`src/rtl/enable_seq_pkg.sv`:
```
// enable_seq_pkg: shared definitions for the enable sequencer.
//   seq_state_t  : sequencer state encoding (IDLE/RUN/DONE)
//   DIV_W_DEF    : default width of the prescale ratio
//   BURST_W_DEF  : default width of the burst length
package enable_seq_pkg;

  localparam int unsigned DIV_W_DEF   = 8;
  localparam int unsigned BURST_W_DEF = 8;

  typedef enum logic [1:0] {
    IDLE = 2'd0,
    RUN  = 2'd1,
    DONE = 2'd2
  } seq_state_t;

endpackage

```
`src/rtl/enable_sequencer_tick_prescaler.sv`:
```
// tick_prescaler: divides clk by (div_q + 1) while the sequencer is running.
// Ports:
//   clk, reset_n : clock, asynchronous active-low reset
//   clear        : run accepted this edge; latch div and restart the count
//   run          : count enable (sequencer in RUN and not stopping)
//   div          : strobe period minus one, sampled on clear
//   tick         : combinational, high when this edge completes a period
module tick_prescaler
  import enable_seq_pkg::*;
#(
  parameter int unsigned DIV_W = DIV_W_DEF
) (
  input  logic             clk,
  input  logic             reset_n,
  input  logic             clear,
  input  logic             run,
  input  logic [DIV_W-1:0] div,
  output logic             tick
);

  logic [DIV_W-1:0] cnt;
  logic [DIV_W-1:0] div_q;

  // Wrap at div_q so cnt never exceeds the latched ratio.
  assign tick = run && (cnt == div_q);

  // Ratio latch and period counter.
  always_ff @(posedge clk or negedge reset_n) begin
    if (!reset_n) begin
      cnt   <= '0;
      div_q <= '0;
    end else if (clear) begin
      cnt   <= '0;
      div_q <= div;
    end else if (run) begin
      if (cnt == div_q) cnt <= '0;
      else              cnt <= cnt + DIV_W'(1);
    end
  end

endmodule

```
`src/rtl/enable_sequencer.sv`:
```
// enable_sequencer: generates the single-cycle enable strobe for the
// dual-counter core, dividing clk by (div + 1), continuously or for a burst.
// Ports:
//   vccd1, vssd1    : supply pins, only when USE_POWER_PINS is defined
//   clk, reset_n    : clock, asynchronous active-low reset
//   start, stop     : run control levels, sampled every edge
//   div             : strobe period minus one, latched at start
//   mode_burst      : 1 = burst run (ENABLE_SEQ_BURST_EN only)
//   burst_len       : strobes per burst (ENABLE_SEQ_BURST_EN only)
//   enable          : registered one-cycle strobe to the core
//   busy            : registered, high while a run (including its done pulse) is active
//   done            : registered one-cycle pulse after the last burst strobe
// Macro ENABLE_SEQ_BURST_EN adds the burst feature; without it runs are
// continuous until stop and done is tied low.
module enable_sequencer
  import enable_seq_pkg::*;
#(
  parameter int unsigned DIV_W   = DIV_W_DEF,
  parameter int unsigned BURST_W = BURST_W_DEF
) (
`ifdef USE_POWER_PINS
  inout  wire               vccd1,
  inout  wire               vssd1,
`endif
  input  logic              clk,
  input  logic              reset_n,
  input  logic              start,
  input  logic              stop,
  input  logic [DIV_W-1:0]  div,
`ifdef ENABLE_SEQ_BURST_EN
  input  logic              mode_burst,
  input  logic [BURST_W-1:0] burst_len,
`endif
  output logic              enable,
  output logic              busy,
  output logic              done
);

  seq_state_t state;
  logic       accept_c;
  logic       run_c;
  logic       tick;

`ifdef USE_POWER_PINS
  logic unused_pwr;
  assign unused_pwr = vccd1 ^ vssd1;
`endif

  // stop wins over start in IDLE and over strobe generation in RUN.
  assign accept_c = (state == IDLE) && start && !stop;
  assign run_c    = (state == RUN) && !stop;

  tick_prescaler #(
    .DIV_W (DIV_W)
  ) u_prescaler (
    .clk     (clk),
    .reset_n (reset_n),
    .clear   (accept_c),
    .run     (run_c),
    .div     (div),
    .tick    (tick)
  );

`ifdef ENABLE_SEQ_BURST_EN
  logic [BURST_W-1:0] pulses;
  logic [BURST_W-1:0] len_q;
  logic               burst_q;
  logic [BURST_W-1:0] pulses_inc_c;

  assign pulses_inc_c = pulses + BURST_W'(1);
`else
  logic [BURST_W-1:0] unused_burst_w;
  assign unused_burst_w = '0;
  assign done = 1'b0;
`endif

  // Sequencer FSM; busy also covers the done cycle so it falls one edge later.
  always_ff @(posedge clk or negedge reset_n) begin
    if (!reset_n) begin
      state  <= IDLE;
      enable <= 1'b0;
      busy   <= 1'b0;
`ifdef ENABLE_SEQ_BURST_EN
      done    <= 1'b0;
      pulses  <= '0;
      len_q   <= '0;
      burst_q <= 1'b0;
`endif
    end else begin
      enable <= 1'b0;
`ifdef ENABLE_SEQ_BURST_EN
      done   <= 1'b0;
`endif
      case (state)
        IDLE: begin
          busy <= 1'b0;
          if (accept_c) begin
            busy  <= 1'b1;
            state <= RUN;
`ifdef ENABLE_SEQ_BURST_EN
            pulses  <= '0;
            len_q   <= burst_len;
            burst_q <= mode_burst;
            // Empty burst completes without a strobe.
            if (mode_burst && (burst_len == '0)) state <= DONE;
`endif
          end
        end
        RUN: begin
          if (stop) begin
            state <= IDLE;
            busy  <= 1'b0;
          end else begin
            busy <= 1'b1;
            if (tick) begin
              enable <= 1'b1;
`ifdef ENABLE_SEQ_BURST_EN
              if (burst_q) begin
                pulses <= pulses_inc_c;
                if (pulses_inc_c == len_q) state <= DONE;
              end
`endif
            end
          end
        end
`ifdef ENABLE_SEQ_BURST_EN
        DONE: begin
          done  <= 1'b1;
          busy  <= 1'b1;
          state <= IDLE;
        end
`endif
        default: begin
          state <= IDLE;
          busy  <= 1'b0;
        end
      endcase
    end
  end

endmodule

```
`config.mk`:
```
export PLATFORM = sky130hd
export DESIGN_NAME = enable_sequencer
export DESIGN_NICKNAME = d
export VERILOG_FILES = /design/src/rtl/enable_seq_pkg.sv /design/src/rtl/enable_sequencer_tick_prescaler.sv /design/src/rtl/enable_sequencer.sv
export SDC_FILE = /design/constraint.sdc
export NUM_CORES = 1
export LEC_CHECK = 0
export ABC_AREA = 1
export CORE_AREA = 2 2 50 52
export DETAILED_ROUTE_END_ITERATION = 16
export DIE_AREA = 0 0 52 54
export PLACE_DENSITY = 0.81
export SETUP_SLACK_MARGIN = 0.4
export SYNTH_ARGS = -nofsm -noshare
export SYNTH_HDL_FRONTEND = slang
export SYNTH_HIERARCHICAL = 1
export SYNTH_SLANG_ARGS = --single-unit
```
`constraint.sdc`:
```
create_clock -name clk -period 1.56 [get_ports clk]
set_clock_uncertainty 0.15 [all_clocks]
set_input_delay 0.39 -clock clk [delete_from_list [all_inputs] [get_ports clk]]
set_output_delay 0.39 -clock clk [all_outputs]
set_load 0.03 [all_outputs]
```
# Yosys cells after proc, flatten, opt, wreduce, memory -nomap -nowiden
# Cells that the tools add are included.
[totals]
ram_bits = 0
rom_bits = 0
inputBits = 12
word_cells = 30
n_memories = 0
latchBits = 0
output_inout_bits = 3
register_bits = 20
[classes]
mux = 12
n_reduce_logical = 8
bitwise_logic = 0
addsub = 1
shifts = 0
div_mod_pow = 0
n_lt_le_gt_ge = 0
n_eq_ne = 4
n_mul = 0
[op_table]
columns = ["cell", "n"]
rows = [
  ["$mux 8", 3],
  ["$add 8x1->8 const B", 1],
  ["$eq 8x8->1", 1],
  ["$mux 1", 5],
  ["$logic_and 1x1->1", 4],
  ["$mux 2", 2],
  ["$ne 2x2->1 const B", 2],
  ["$pmux 2 s2", 1],
  ["$eq 2x1->1 const B", 1],
  ["$logic_not 2->1", 1],
  ["$pmux 1 s2", 1],
  ["$reduce_and 2->1", 1],
  ["$reduce_bool 2->1", 1],
  ["$logic_not 1->1", 1],
]

# Logic depth before layout (Yosys ltp)
# Gate-level depths: netlist of the first run.
[logic_depth]
word_depth = 6
depth_mapped = 10
mapped_depth_nobuf = 9

# Hierarchy
# Netlist of the first run, hierarchy kept.
[modules_own_cells]
columns = ["module", "cells_each", "seq_area_each_um2", "n_inst", "area_each_um2"]
rows = [
  ["tick_prescaler", 119, 400.4, 1, 909.6],
  ["enable_sequencer", 14, 75.1, 1, 127.6],
]

# Least setup slack after synthesis of the first run
# Ideal clock, no wire load.
[synth_path]
path_type = "input -> register"
start = "in stop"
end = "reg u_prescaler.cnt[5]"
required_time_ns = 1.290
n_path_buf = 0
arrival_time_ns = 1.189
setup_slack_ns = 0.101
cell_stages = 5
cell_sequence = "nor2_1 -> nor2_8 -> nor3_2 -> xor2_1 -> nor2_1"
[synth_between]
elab_chain_cells = 3
elab_cells_between_ends = 5
cone_classes = "1 x mux; 4 x reduce/logical"
[synth_lines]
columns = ["element", "line_no", "source"]
rows = [
  ["from (decl)", "enable_sequencer.sv:28", "input logic stop,"],
  ["$logic_not 1->1 *", "enable_sequencer.sv:50, enable_sequencer.sv:51", ""],
  ["$logic_and 1x1->1 (on tied branches)", "enable_sequencer.sv:50, enable_sequencer.sv:51", ""],
  ["$mux 8 / $reduce_bool 2->1 (equally long branches)", "--", ""],
  ["to (signal assigned)", "enable_sequencer_tick_prescaler.sv:37", "else cnt <= cnt + DIV_W'(1);"],
  ["to (decl)", "enable_sequencer_tick_prescaler.sv:21", "logic [DIV_W-1:0] cnt;"],
]
# Mark *: on every way between the ends. The rest lies on a longest branch, timed or not.
# A chain may end at the register's enable or synchronous reset.

# Worst setup path after layout of the first run
[layout_path]
start = "reg state[0]"
end = "reg u_prescaler.cnt[2]"
[layout_between]
elab_chain_cells = 4
elab_cells_between_ends = 7
cone_classes = "1 x eq/ne; 1 x mux; 5 x reduce/logical"
[layout_lines]
columns = ["element", "line_no", "source"]
rows = [
  ["from (decl)", "enable_sequencer.sv:39", "seq_state_t state;"],
  ["from (signal assigned)", "enable_sequencer.sv:80", "state <= IDLE;"],
  ["from (signal assigned)", "enable_sequencer.sv:99", "state <= RUN;"],
  ["from (signal assigned)", "enable_sequencer.sv:111", "state <= IDLE;"],
  ["$logic_not 2->1 *", "enable_sequencer.sv:50", "assign accept_c = (state == IDLE) && start && !stop;"],
  ["$logic_and 1x1->1 * (2 in a row)", "enable_sequencer.sv:50", ""],
  ["named net accept_c", "enable_sequencer.sv:40", "logic accept_c;"],
  ["$mux 8 / $reduce_bool 2->1 (equally long branches)", "--", ""],
]
# The timed path passes the listed nets; every way through them passes the cells marked *.

==> impl_metrics.json, run 1 <==
{
  "timing.hold.ws_ps": 260,
  "clkLatencyLatePin_ps": 290,
  "synth-seq-cells": 19,
  "grt_pass1_vias": 884,
  "htree_levels": 1,
  "synth.avg_cell_area_um2": 7.80,
  "synthCells": 133,
  "nets": 176,
  "seqPwrFrac": 0.502,
  "utilization": 0.607,
  "synth.area.top_cells": "dfrtp_1 (46%), nand2_1 (19%), inv_1 (4.0%)",
  "numPortBuffers": 13,
  "min_period_ps": 1520,
  "clock_path_buffers": 2,
  "layoutNonFillerInstCount": 192,
  "end_kind": "register",
  "die_h_um": 54,
  "status": "complete, no violations",
  "gp_congestion": 0.836,
  "root_buffer": "clkbuf_4",
  "rows": 18,
  "final_hold_viol_count": 0,
  "startpoint_type": "register",
  "drc": 0,
  "drt_iter0_drc": 12,
  "synth_top_area_share": 0.458,
  "initial_utilization": 0.447,
  "syn_to_final_growth_pct": 35.8,
  "yosysWarnings": 6,
  "slew_viol_final": 0,
  "crit_fanout": 3,
  "synth_cell_types": 23,
  "grt_busiest_layer": "met2",
  "syn_area_um2": 1040,
  "diodes": 0,
  "worstPathArrival_ps": 1590,
  "rsz0062_at_grt": "yes",
  "antenna_found_initial": 0,
  "max_cap_violations": 0,
  "ir_drop_v": 0.000643,
  "swShare": 0.341,
  "p_int_uw": 841,
  "setup_viol_count_final": 0,
  "total_leakage_power_uw": 0.000698,
  "hold_class": "in -> async",
  "grt_use_met2": 0.316,
  "layout_commonest_cell": "nand2_1",
  "dp.cells": 182,
  "routed_wl_um": 2250,
  "fillCellCount": 189,
  "synth_nets": 146,
  "grt_start_max_net_pins": 20,
  "cts-buffers-inserted": 3,
  "drt_pass1_iterations": 4,
  "required_ps": 1630,
  "drive_gt1_frac": 0.327,
  "core_um2": 2320,
  "power_switching_uw": 436,
  "grtUsageMet3": 0.0250,
  "vias": 895,
  "grt_overflow": 0,
  "hpwlAfterDp_um": 1500,
  "grtUsageMet1": 0.197,
  "layout_common_cells": "nand2_1 (44), dfrtp_1 (18), buf_4 (11)",
  "setup_ws_ps": 43.7,
  "ioPinCount": 15,
  "die-area_um2": 2810,
  "vias_per_cell": 4.66,
  "ys_seq_area_frac": 0.458,
  "cts_tree": "yes",
  "power.density_nw_per_um2": 906,
  "dpl_worst_slack_ps": -326,
  "grt_use_total": 0.169,
  "combPwrFrac": 0.305,
  "synth_top_area_cell": "dfrtp_1",
  "period_share": 0.972,
  "ant_nets": 0,
  "die_w_um": 52,
  "wl_per_cell_um": 11.7,
  "tns_ps": 0,
  "max_freq_mhz": 660,
  "clkTransAtPathRegs_ps": 110,
  "grt_pass1_wl_um": 3530,
  "clkPwrFrac": 0.193,
  "path_class": "reg -> reg",
  "cts_sinks": 19
}
critical path, cell delays in order, from the launching register on:
cell	delay [ps]
dfrtp_1	410
inv_2	80
nand2_1	50
nor2_1	110
buf_4	160
buf_6	120
buf_6	90
o21ai_2	50
xor2_1	140
nor2_1	90
metrics by stage:
stage | total power (uW) | cell area (um^2)
2_1_floorplan | 859 | 1040
3_3_place_gp | 958 | 1250
3_5_place_dp | 971 | 1250
4_1_cts | 1230 | 1340
5_1_grt | 1350 | 1410
6_report | 1280 | 1410
repair_timing:
action / CTS / global route
pin swaps: 9 / 11
gates cloned: 0 / 0
buffers inserted: 5 / 1
hold buffers: 0 / 0
gates resized for setup: 20 / 28
setup endpoints to repair: 19 / 19
endpoints found under the hold margin: 0 / 0
synth_stat cells, drive strengths merged:
| master | n |
|---|---|
| nand3 | 6 |
| a21oi | 1 |
| nand2 | 54 |
| nor2 | 15 |
| buf | 3 |
| conb | 1 |
| o21ai | 6 |
| o21a | 2 |
| xor2 | 4 |
| inv | 16 |
| dfrtp | 19 |
| ha | 1 |
| xnor2 | 3 |
| nor3 | 2 |
routing by layer:
layer  part of all wire  wire length [um]
met5                  0                 0
met4             0.0053                12
met3              0.025                57
met2               0.54              1220
met1               0.43               960
cell type report:
| cell class | count | area [um^2] | area share |
|---|---|---|---|
| Clock buffer | 4 | 26.3 | 0.0187 |
| Inverter | 16 | 60.1 | 0.0426 |
| Sequential cell | 19 | 477 | 0.338 |
| Multi-Input combinational cell | 95 | 542 | 0.385 |
| Tap cell | 30 | 37.5 | 0.0266 |
| Timing Repair Buffer | 28 | 267 | 0.189 |
kinds of logic (layout without fill, tap and decap cells):
logic type,after synthesis,in the layout,share of synthesized area
AND/OR/NAND/NOR,77,77,0.338
flip-flops,19,19,0.458
buffers and inverters,19,48,0.0808
AO/OA/AOI/OAI,9,9,0.0482
XOR/XNOR,7,7,0.0591
adder cells (fa/ha/maj),1,1,0.0121
other,1,1,0.00362
worst paths after layout:
kind,from,end,slack [ps],depth (start not counted)
min in group clk,u_prescaler/div_q[3]$_DFFE_PN0P_,u_prescaler/div_q[3]$_DFFE_PN0P_,370,2
max in group asynchronous,reset_n,u_prescaler/cnt[0]$_DFFE_PN0P_,780,2
worst max-delay path,state[0]$_DFFE_PN0P_,u_prescaler/cnt[2]$_DFFE_PN0P_,40,9
worst max register to register,state[0]$_DFFE_PN0P_,u_prescaler/cnt[2]$_DFFE_PN0P_,40,9
worst min-delay path,reset_n,state[0]$_DFFE_PN0P_,260,2
worst min register to register,u_prescaler/div_q[3]$_DFFE_PN0P_,u_prescaler/div_q[3]$_DFFE_PN0P_,370,2
power groups by stage:
stage               logic [uW]  clock network [uW]  registers, uW
floorplan                  227                   0            632
detailed placement         326                   0            646
finish                     390                 246            641
global route               430                 273            650
global placement           317                   0            641
CTS                        347                 249            635
flip-flops by register name, summed over array words and instances, names as in the netlist:
| register | flops |
|---|---|
| u_prescaler/cnt | 8 |
| u_prescaler/div_q | 8 |
| busy | 1 |
| enable | 1 |
| state | 1 |
No activity file was read; power rests on OpenSTA's default activity.
==> run 2, diff against run 1 <==
- ABC_AREA: 1 -> unset
- CORE_AREA: 2 2 50 52 -> 2 2 49 51
- DIE_AREA: 0 0 52 54 -> 0 0 51 53
- PLACE_DENSITY: 0.81 -> 0.79
==> run 2 against run 1 <==
Net effect:
- the run now ends with negative setup slack left
- routed wire length fell by 4.9%
- clock power barely moved
- non-clock buffer count increased by 4
- clock-buffer cell count is the same
- sequential share of layout area hardly changed
- global-route usage up 0.12 points
- largest cell class unchanged
- largest power group unchanged
==> impl_metrics.json, run 2 <==
{
  "grt_pass1_wl_um": 3170,
  "rows": 17,
  "syn_to_final_growth_pct": 47.1,
  "diodes": 0,
  "htree_levels": 1,
  "setup_viol_count_final": 3,
  "numPortBuffers": 13,
  "synth.area.top_cells": "dfrtp_1 (50%), xnor2_1 (10%), mux2_2 (9.4%)",
  "slew_viol_final": 0,
  "max_freq_mhz": 631,
  "failed_checks": "negative setup slack",
  "synth.avg_cell_area_um2": 11.5,
  "core_um2": 2150,
  "synthArstFlopShare": 1.00,
  "reg_top3": "u_prescaler/cnt: 8 flops, u_prescaler/div_q: 8 flops",
  "clkTransAtPathRegs_ps": 110,
  "cts_sinks": 19,
  "grt_overflow": 0,
  "yosysMostFrequentCell": "dfrtp_1",
  "drive_gt1_frac": 0.453,
  "hold_class": "in -> async",
  "hold_buffers": 0,
  "synth-compound-area-share": 0.110,
  "startpoint_type": "register",
  "drt_iter0_drc": 6,
  "synth_top_area_cell": "dfrtp_1",
  "ioPinCount": 15,
  "synth-adder-area-share": 0.0131,
  "ys_seq_area_frac": 0.497,
  "required_ps": 1580,
  "nets": 131,
  "initial_utilization": 0.446,
  "total_leakage_power_uw": 0.000622,
  "clock_path_buffers": 2,
  "grt_start_max_net_pins": 20,
  "synth_edf_count": 0,
  "wl_per_cell_um": 14.8,
  "max_cap_violations": 0,
  "hpwlAfterDp_um": 1320,
  "synth_simple_gate_area_frac": 0.135,
  "synthCells": 83,
  "vias_per_cell": 5.03,
  "die_w_um": 51,
  "clkLatencyLatePin_ps": 300,
  "grt_pass1_vias": 708,
  "layoutNonFillerInstCount": 145,
  "synth_top_area_share": 0.497,
  "antenna_found_initial": 0,
  "rr_worst_depth": 6,
  "root_buffer": "clkbuf_4",
  "layout_commonest_cell": "dfrtp_1",
  "end_kind": "register",
  "final_hold_viol_count": 0,
  "synth-xor-area-share": 0.119,
  "ant_nets": 0,
  "status": "finished with violations",
  "gp_congestion": 0.838,
  "crit_fanout": 5,
  "synth_mux_area_frac": 0.0941,
  "power.density_nw_per_um2": 870,
  "worstPathArrival_ps": 1610,
  "min_period_ps": 1590,
  "grt_use_total": 0.170,
  "rsz0062_at_grt": "yes",
  "die-area_um2": 2700,
  "synth-seq-cells": 19,
  "cts_tree": "yes",
  "layout_common_cells": "dfrtp_1 (18), buf_4 (16), clkdlybuf4s50_1 (9)",
  "synth_cell_types": 27,
  "vias": 730,
  "synth_commonest_cells": "dfrtp_1 (19), xnor2_1 (11), mux2_2 (8), nor2_1 (8), nand2_1 (5)",
  "cts-buffers-inserted": 3,
  "synth_top_family_by_area": "simple AND/OR/NAND/NOR gates",
  "timing.hold.ws_ps": 262,
  "yosys_most_used_dff": "dfrtp_1",
  "die_h_um": 53,
  "setup_ws_ps": -26.0,
  "synth_nets": 96,
  "path_class": "reg -> reg",
  "routed_wl_um": 2140,
  "yosysWarnings": 6,
  "period_share": 1.02,
  "dp.cells": 130,
  "ir_drop_v": 0.000865,
  "syn_area_um2": 957,
  "drc": 0,
  "drt_pass1_iterations": 3
}
run 2: cell count changes after synthesis, sizes merged, moves of 5 or more:
cell,before,now
nand2,54,5
mux2,0,8
nor2,15,8
inv,16,4
xnor2,3,11
nand3,6,1
run 2: timing repair:
item,4_1_cts,5_1_grt
gates resized for setup,30,15
hold endpoints to repair,0,0
endpoints found under the setup margin,19,19
pin swaps,19,8
buffers inserted,8,3
run 2: metal layers:
| metal | up-vias | global-route usage | wire [um] |
|---|---|---|---|
| li1 | 349 | - | - |
| met1 | 360 | 0.184 | 860 |
| met2 | 17 | 0.294 | 1170 |
| met3 | 4 | 0.0621 | 74 |
| met4 | 0 | 0.0766 | 39 |
| met5 | - | 0 | 0 |
run 2: kinds of logic (layout without fill, tap and decap cells):
kind of cell               count (synthesis)  count (layout)
buffers and inverters                      6              40
muxes                                      8               8
adders and majority gates                  1               1
DFF                                       19              19
other                                      1               1
and+or+nand+nor                           23              23
xor gates and xnor gates                  13              13
AOI/OAI and AO/OA                         12              12
run 2: final cells by class:
class	count	area (um^2)
clock buffer	4	26.3
fill	174	741
inverter	4	15.0
multi-input combinational	58	562
sequential	19	477
tap	28	35.0
timing repair buffer	32	293
run 2: worst paths after layout:
| path | from | endpoint | slack [ps] |
|---|---|---|---|
| min reg2reg | u_prescaler/div_q[7]$_DFFE_PN0P_ | u_prescaler/div_q[7]$_DFFE_PN0P_ | 400 |
| max | state[0]$_DFFE_PN0P_ | u_prescaler/cnt[7]$_DFFE_PN0P_ | -30 |
| min in group clk | start | busy$_DFF_PN0_ | 380 |
| min | reset_n | u_prescaler/cnt[1]$_DFFE_PN0P_ | 260 |
| max reg2reg | state[0]$_DFFE_PN0P_ | u_prescaler/cnt[7]$_DFFE_PN0P_ | -30 |
| max in group asynchronous | reset_n | u_prescaler/cnt[5]$_DFFE_PN0P_ | 790 |
run 2: worst max-delay path, cell delays in order, from the launching register on:
cell	delay, ps
dfrtp_1	430
nor3b_2	160
buf_4	150
o211ai_1	170
nor3_2	200
xnor2_1	140
nor2_1	70
run 2: power by group:
| part | internal (uW) | switching (uW) |
|---|---|---|
| Clock | 99.6 | 143 |
| Combinational | 223 | 146 |
| Sequential | 552 | 61.3 |
run 2: per-stage QoR:
stage / utilization / worst slack (ps) / cell area, um^2 / total power [uW] / setup TNS [ps]
floorplan: - / 96.2 / 965 / 768 / 0
global placement: 0.547 / -466 / 1170 / 846 / -6660
detailed placement: 0.547 / -481 / 1170 / 860 / -6930
CTS: 0.612 / -28.5 / 1310 / 1170 / -54.3
global route: 0.655 / -114 / 1410 / 1300 / -867
finish: 0.655 / -26.0 / 1410 / 1230 / -65.0
==> variant 1, RTL diff (flow settings as in run 2) <==
The 3 states of `seq_state_t` get a one-hot encoding in 3 bits.
--- a/src/rtl/enable_seq_pkg.sv
+++ b/src/rtl/enable_seq_pkg.sv
@@ -8,8 +8,8 @@
   localparam int unsigned BURST_W_DEF = 8;
 
-  typedef enum logic [1:0] {
-    IDLE = 2'd0,
-    RUN  = 2'd1,
-    DONE = 2'd2
+  typedef enum logic [2:0] {
+    IDLE = 3'b001,
+    RUN  = 3'b010,
+    DONE = 3'b100
   } seq_state_t;
 
Check against the original RTL: same outputs for any inputs over 10 cycles, from zero or initial values and one cycle with reset_n low; not proved beyond that.
==> variant 1 against run 2 <==
Routed wire length grew 31%. The flow still finishes with violations (negative setup slack). Fmax down 14%. Critical endpoint is now u_prescaler/cnt[3]. Sequential cell count grew 1. Synthesized area grew 9.0%. Final area up 14%. Worst hold slack lost 0.010 ns. Die area unchanged. Setup slack worse by 0.25 ns.
Power is not compared: it rests on default switching activity, and its combinational part moved more than twofold at a synthesized area within 25%.
==> variant 1: results <==
timing:
  finalSetupViolCount: 18
  setup_ws_ns: -0.280
routing:
  wl_per_cell_um: 17.1
  vias: 864
  drtPass1Iterations: 4
  first_iter_violations: 13
final_layout:
  clkCellAreaFrac_pct: 3.27
  buffer_area_share_pct: 22.9
  multi_input_area_share_pct: 38.9
  reg_top3: "u_prescaler/cnt: 8 flops, u_prescaler/div_q: 8 flops, state: 2 flops"
  fillCellCount: 143
  num-multi-input-gates: 66
  nonClockInverterCount: 6
grt:
  grtUsageMet3_pct: 3.11
  use_met2_pct: 37.9
  grt_pass1_vias: 889
  grt_util_met1_pct: 23.5
  grt_max_degree: 21
  grt_pass1_wl_um: 4040
critical_path:
  crit_fanout: 4
  crit_arrival_ns: 1.89
status:
  outcome: "finished with violations"
  violations: "negative setup slack"
logic_synthesis:
  syn-num-nets: 109
  ys_top_cells_by_area: "dfrtp_1 46%, xnor2_1 9.2%, mux2_2 8.6%"
clock_tree:
  cts_sinks: 20
  post_cts_resized: 22
  cts.clk_slew.worst_paths_ns: 0.13
placement:
  gp_congestion: 0.795
-- variant 1: cell count changes in the layout (fill, tap and decap cells not counted), sizes merged, moves of 2 or more --
cell	before	now
buf	21	28
ha	1	3
inv	4	6
nor2	8	10
nor3	2	4
o21ba	2	0
-- variant 1: final timing paths --
path	from	to	slack, ns	depth (start not counted)
max in group asynchronous	reset_n	state[0]	0.73	2
min in group clk	u_prescaler/div_q[2]	u_prescaler/div_q[2]	0.40	1
max reg2reg	state[0]	u_prescaler/cnt[3]	-0.28	7
min	reset_n	u_prescaler/cnt[7]	0.25	2
min reg2reg	u_prescaler/div_q[2]	u_prescaler/div_q[2]	0.40	1
max	state[0]	u_prescaler/cnt[3]	-0.28	7
-- variant 1: cells by family after synthesis --
kind of cell / Yosys count / share of synthesized area (%)
simple gates: 28 / 14.5
other cells: 1 / 0.359
mux: 8 / 8.63
buf+inv: 8 / 3.36
xor+xnor: 13 / 10.9
compound gates: 13 / 10.6
flops: 20 / 48.1
fa+ha+maj: 3 / 3.60
-- variant 1: stage by stage --
step                      cells  utilization (%)  hold slack [ns]  setup TNS (ns)  setup slack (ns)
after global placement      148             64.1            0.364           -5.68            -0.376
final                       163             74.8            0.252           -3.46            -0.280
after global routing        163             74.8            0.271           -4.71            -0.375
after CTS                   156             70.1            0.265           -2.43            -0.243
after detailed placement    148             64.1            0.374           -6.45            -0.475
after floorplan              94                -          -0.0556          -0.913            -0.120
-- variant 1: worst max-delay path, cell delays in order, from the launching register on --
cell	delay [ns]
dfstp_2	0.59
inv_2	0.06
ha_4	0.15
nor2b_4	0.13
o211ai_1	0.32
nor2_1	0.11
xnor2_1	0.16
nor2_1	0.05
-- variant 1: routing by layer --
metal	part of all wire, %	vias up
met5	0	-
met4	3.1	0
met3	3.9	10
met2	53	21
met1	40	434
li1	-	399
==> variant 2, RTL diff (flow settings as in run 2) <==
Without the edit above. Change the package constant `DIV_W_DEF` from 8 to 6.
--- a/src/rtl/enable_seq_pkg.sv
+++ b/src/rtl/enable_seq_pkg.sv
@@ -5,5 +5,5 @@
 package enable_seq_pkg;
 
-  localparam int unsigned DIV_W_DEF   = 8;
+  localparam int unsigned DIV_W_DEF   = 6;
   localparam int unsigned BURST_W_DEF = 8;
 
Ports: changed (resized div); port bits go from 15 to 13. No check against the original RTL was run, so the function may have changed too.
==> variant 2 against run 2 <==
The flow still finishes with violations (negative setup slack). Synthesized cell count down 27%. Sequential power down 22%. Global-route usage down 2.1 points. Combinational power down 6.8%. Setup slack better by 0.025 ns. Final area down 14%. Power down 15%. First-iteration DRC count down 17%. Synthesized area down 21%. Sequential cell count down 4. Worst hold slack better by 0.0073 ns. Routed wire length down 18%. Critical path type unchanged. Critical endpoint is now u_prescaler/cnt[1]. Largest power group unchanged. Highest routed layer unchanged.
==> variant 2: results <==
power:
  p_switching_w: 0.000296
  ir_drop_mv: 0.552
final_layout:
  reg_top3: "u_prescaler/cnt: 6 flops, u_prescaler/div_q: 6 flops"
  fin_util_pct: 56.1
  fillCellCount: 178
  layout-drive-gt1-share_pct: 51.1
placement:
  dpl.hpwl_um: 1090
  place_area_um2: 1010
  gp_congestion: 0.834
  port_buffers: 11
  dp.cells: 107
  dp_slack_ns: -0.495
critical_path:
  rr_endpoint: "u_prescaler/cnt[1]"
  r2r_cells: 7
  crit_arrival_ns: 1.58
  r2r_slack_ns: -0.001
  max_stage_delay_ns: 0.41
logic_synthesis:
  ys_top_cells_by_area: "dfrtp_1 49%, mux2_2 8.9%, xnor2_1 5.8%"
  ys_seq_area_share_pct: 49.3
  synth_common_cells: "15 x dfrtp_1, 6 x mux2_2, 5 x xnor2_1, 5 x xor2_1, 3 x a211oi_1"
  synth_cell_type_count: 28
  syn-num-nets: 72
  syn_avg_cell_area_um2: 12.5
grt:
  grtUsageMet3_pct: 4.24
  grt_use_total_pct: 14.9
  use_met2_pct: 25.5
  grt_pass1_wl_um: 2800
  grt_pass1_vias: 610
  grt_max_degree: 16
  grt_util_met1_pct: 17.1
routing:
  drtPass1Iterations: 4
  routed-wl-met2_um: 945
  first_iter_violations: 5
  highest_layer: "met4"
  wl_met1_um: 721
  vias: 585
timing:
  finalSetupViolCount: 1
  timing.hold.ws_ns: 0.270
  setup_ws_ns: -0.00104
  finalSetupTns_ns: -0.00104
status:
  violations: "negative setup slack"
  outcome: "finished with violations"
clock_tree:
  cts.clk_slew.worst_paths_ns: 0.08
  clock_latency_ns: 0.28
==> variant 2: changes by cell type in the layout (fill, tap and decap cells not counted), moves of 3 or more <==
cell / run 2 / this run
xnor2_2: 5 / 0
inv_1: 4 / 1
xor2_1: 2 / 5
nand2_1: 5 / 2
dfrtp_1: 18 / 14
nor2_1: 8 / 0
buf_12: 1 / 4
==> variant 2: cell families (layout without fill, tap and decap cells) <==
group | count (synthesis) | in the layout | share of synthesized area, %
fa+ha+maj | 1 | 1 | 1.64
other cells | 1 | 1 | 0.493
flops | 15 | 15 | 49.3
mux | 6 | 6 | 8.88
xor+xnor | 10 | 10 | 11.5
buf+inv | 5 | 38 | 3.78
simple gates | 12 | 12 | 11.4
compound gates | 11 | 11 | 13.0
==> variant 2: what timing repair did <==
action | 4_1_cts | 5_1_grt
resized for setup | 29 | 2
setup buffers | 9 | 2
pin swaps | 14 | 5
endpoints found under the setup margin | 15 | 15
==> variant 2: worst max-delay path, delay by kind of cell, from the launching register on <==
family          cells  cell delay (ns)
compound gates      1             0.08
buf+inv             4             0.48
flops               1             0.41
simple gates        2             0.32
==> variant 2: power by group through the flow <==
stage,clock [W],combinational (W),sequential (W)
4_1_cts,0.000231,0.000323,0.000481
5_1_grt,0.000252,0.000367,0.000486
3_3_place_gp,0,0.000237,0.000489
2_1_floorplan,0,0.000144,0.000494
3_5_place_dp,0,0.000245,0.000492
6_report,0.000219,0.000344,0.000480
==> variant 2: area by class of cell <==
class	count	area share (%)
well taps	28	2.90
clock buffers	4	2.18
inverters	1	0.311
multi-input cells	41	35.1
repair buffers	33	28.3
flip-flops and latches	15	31.2
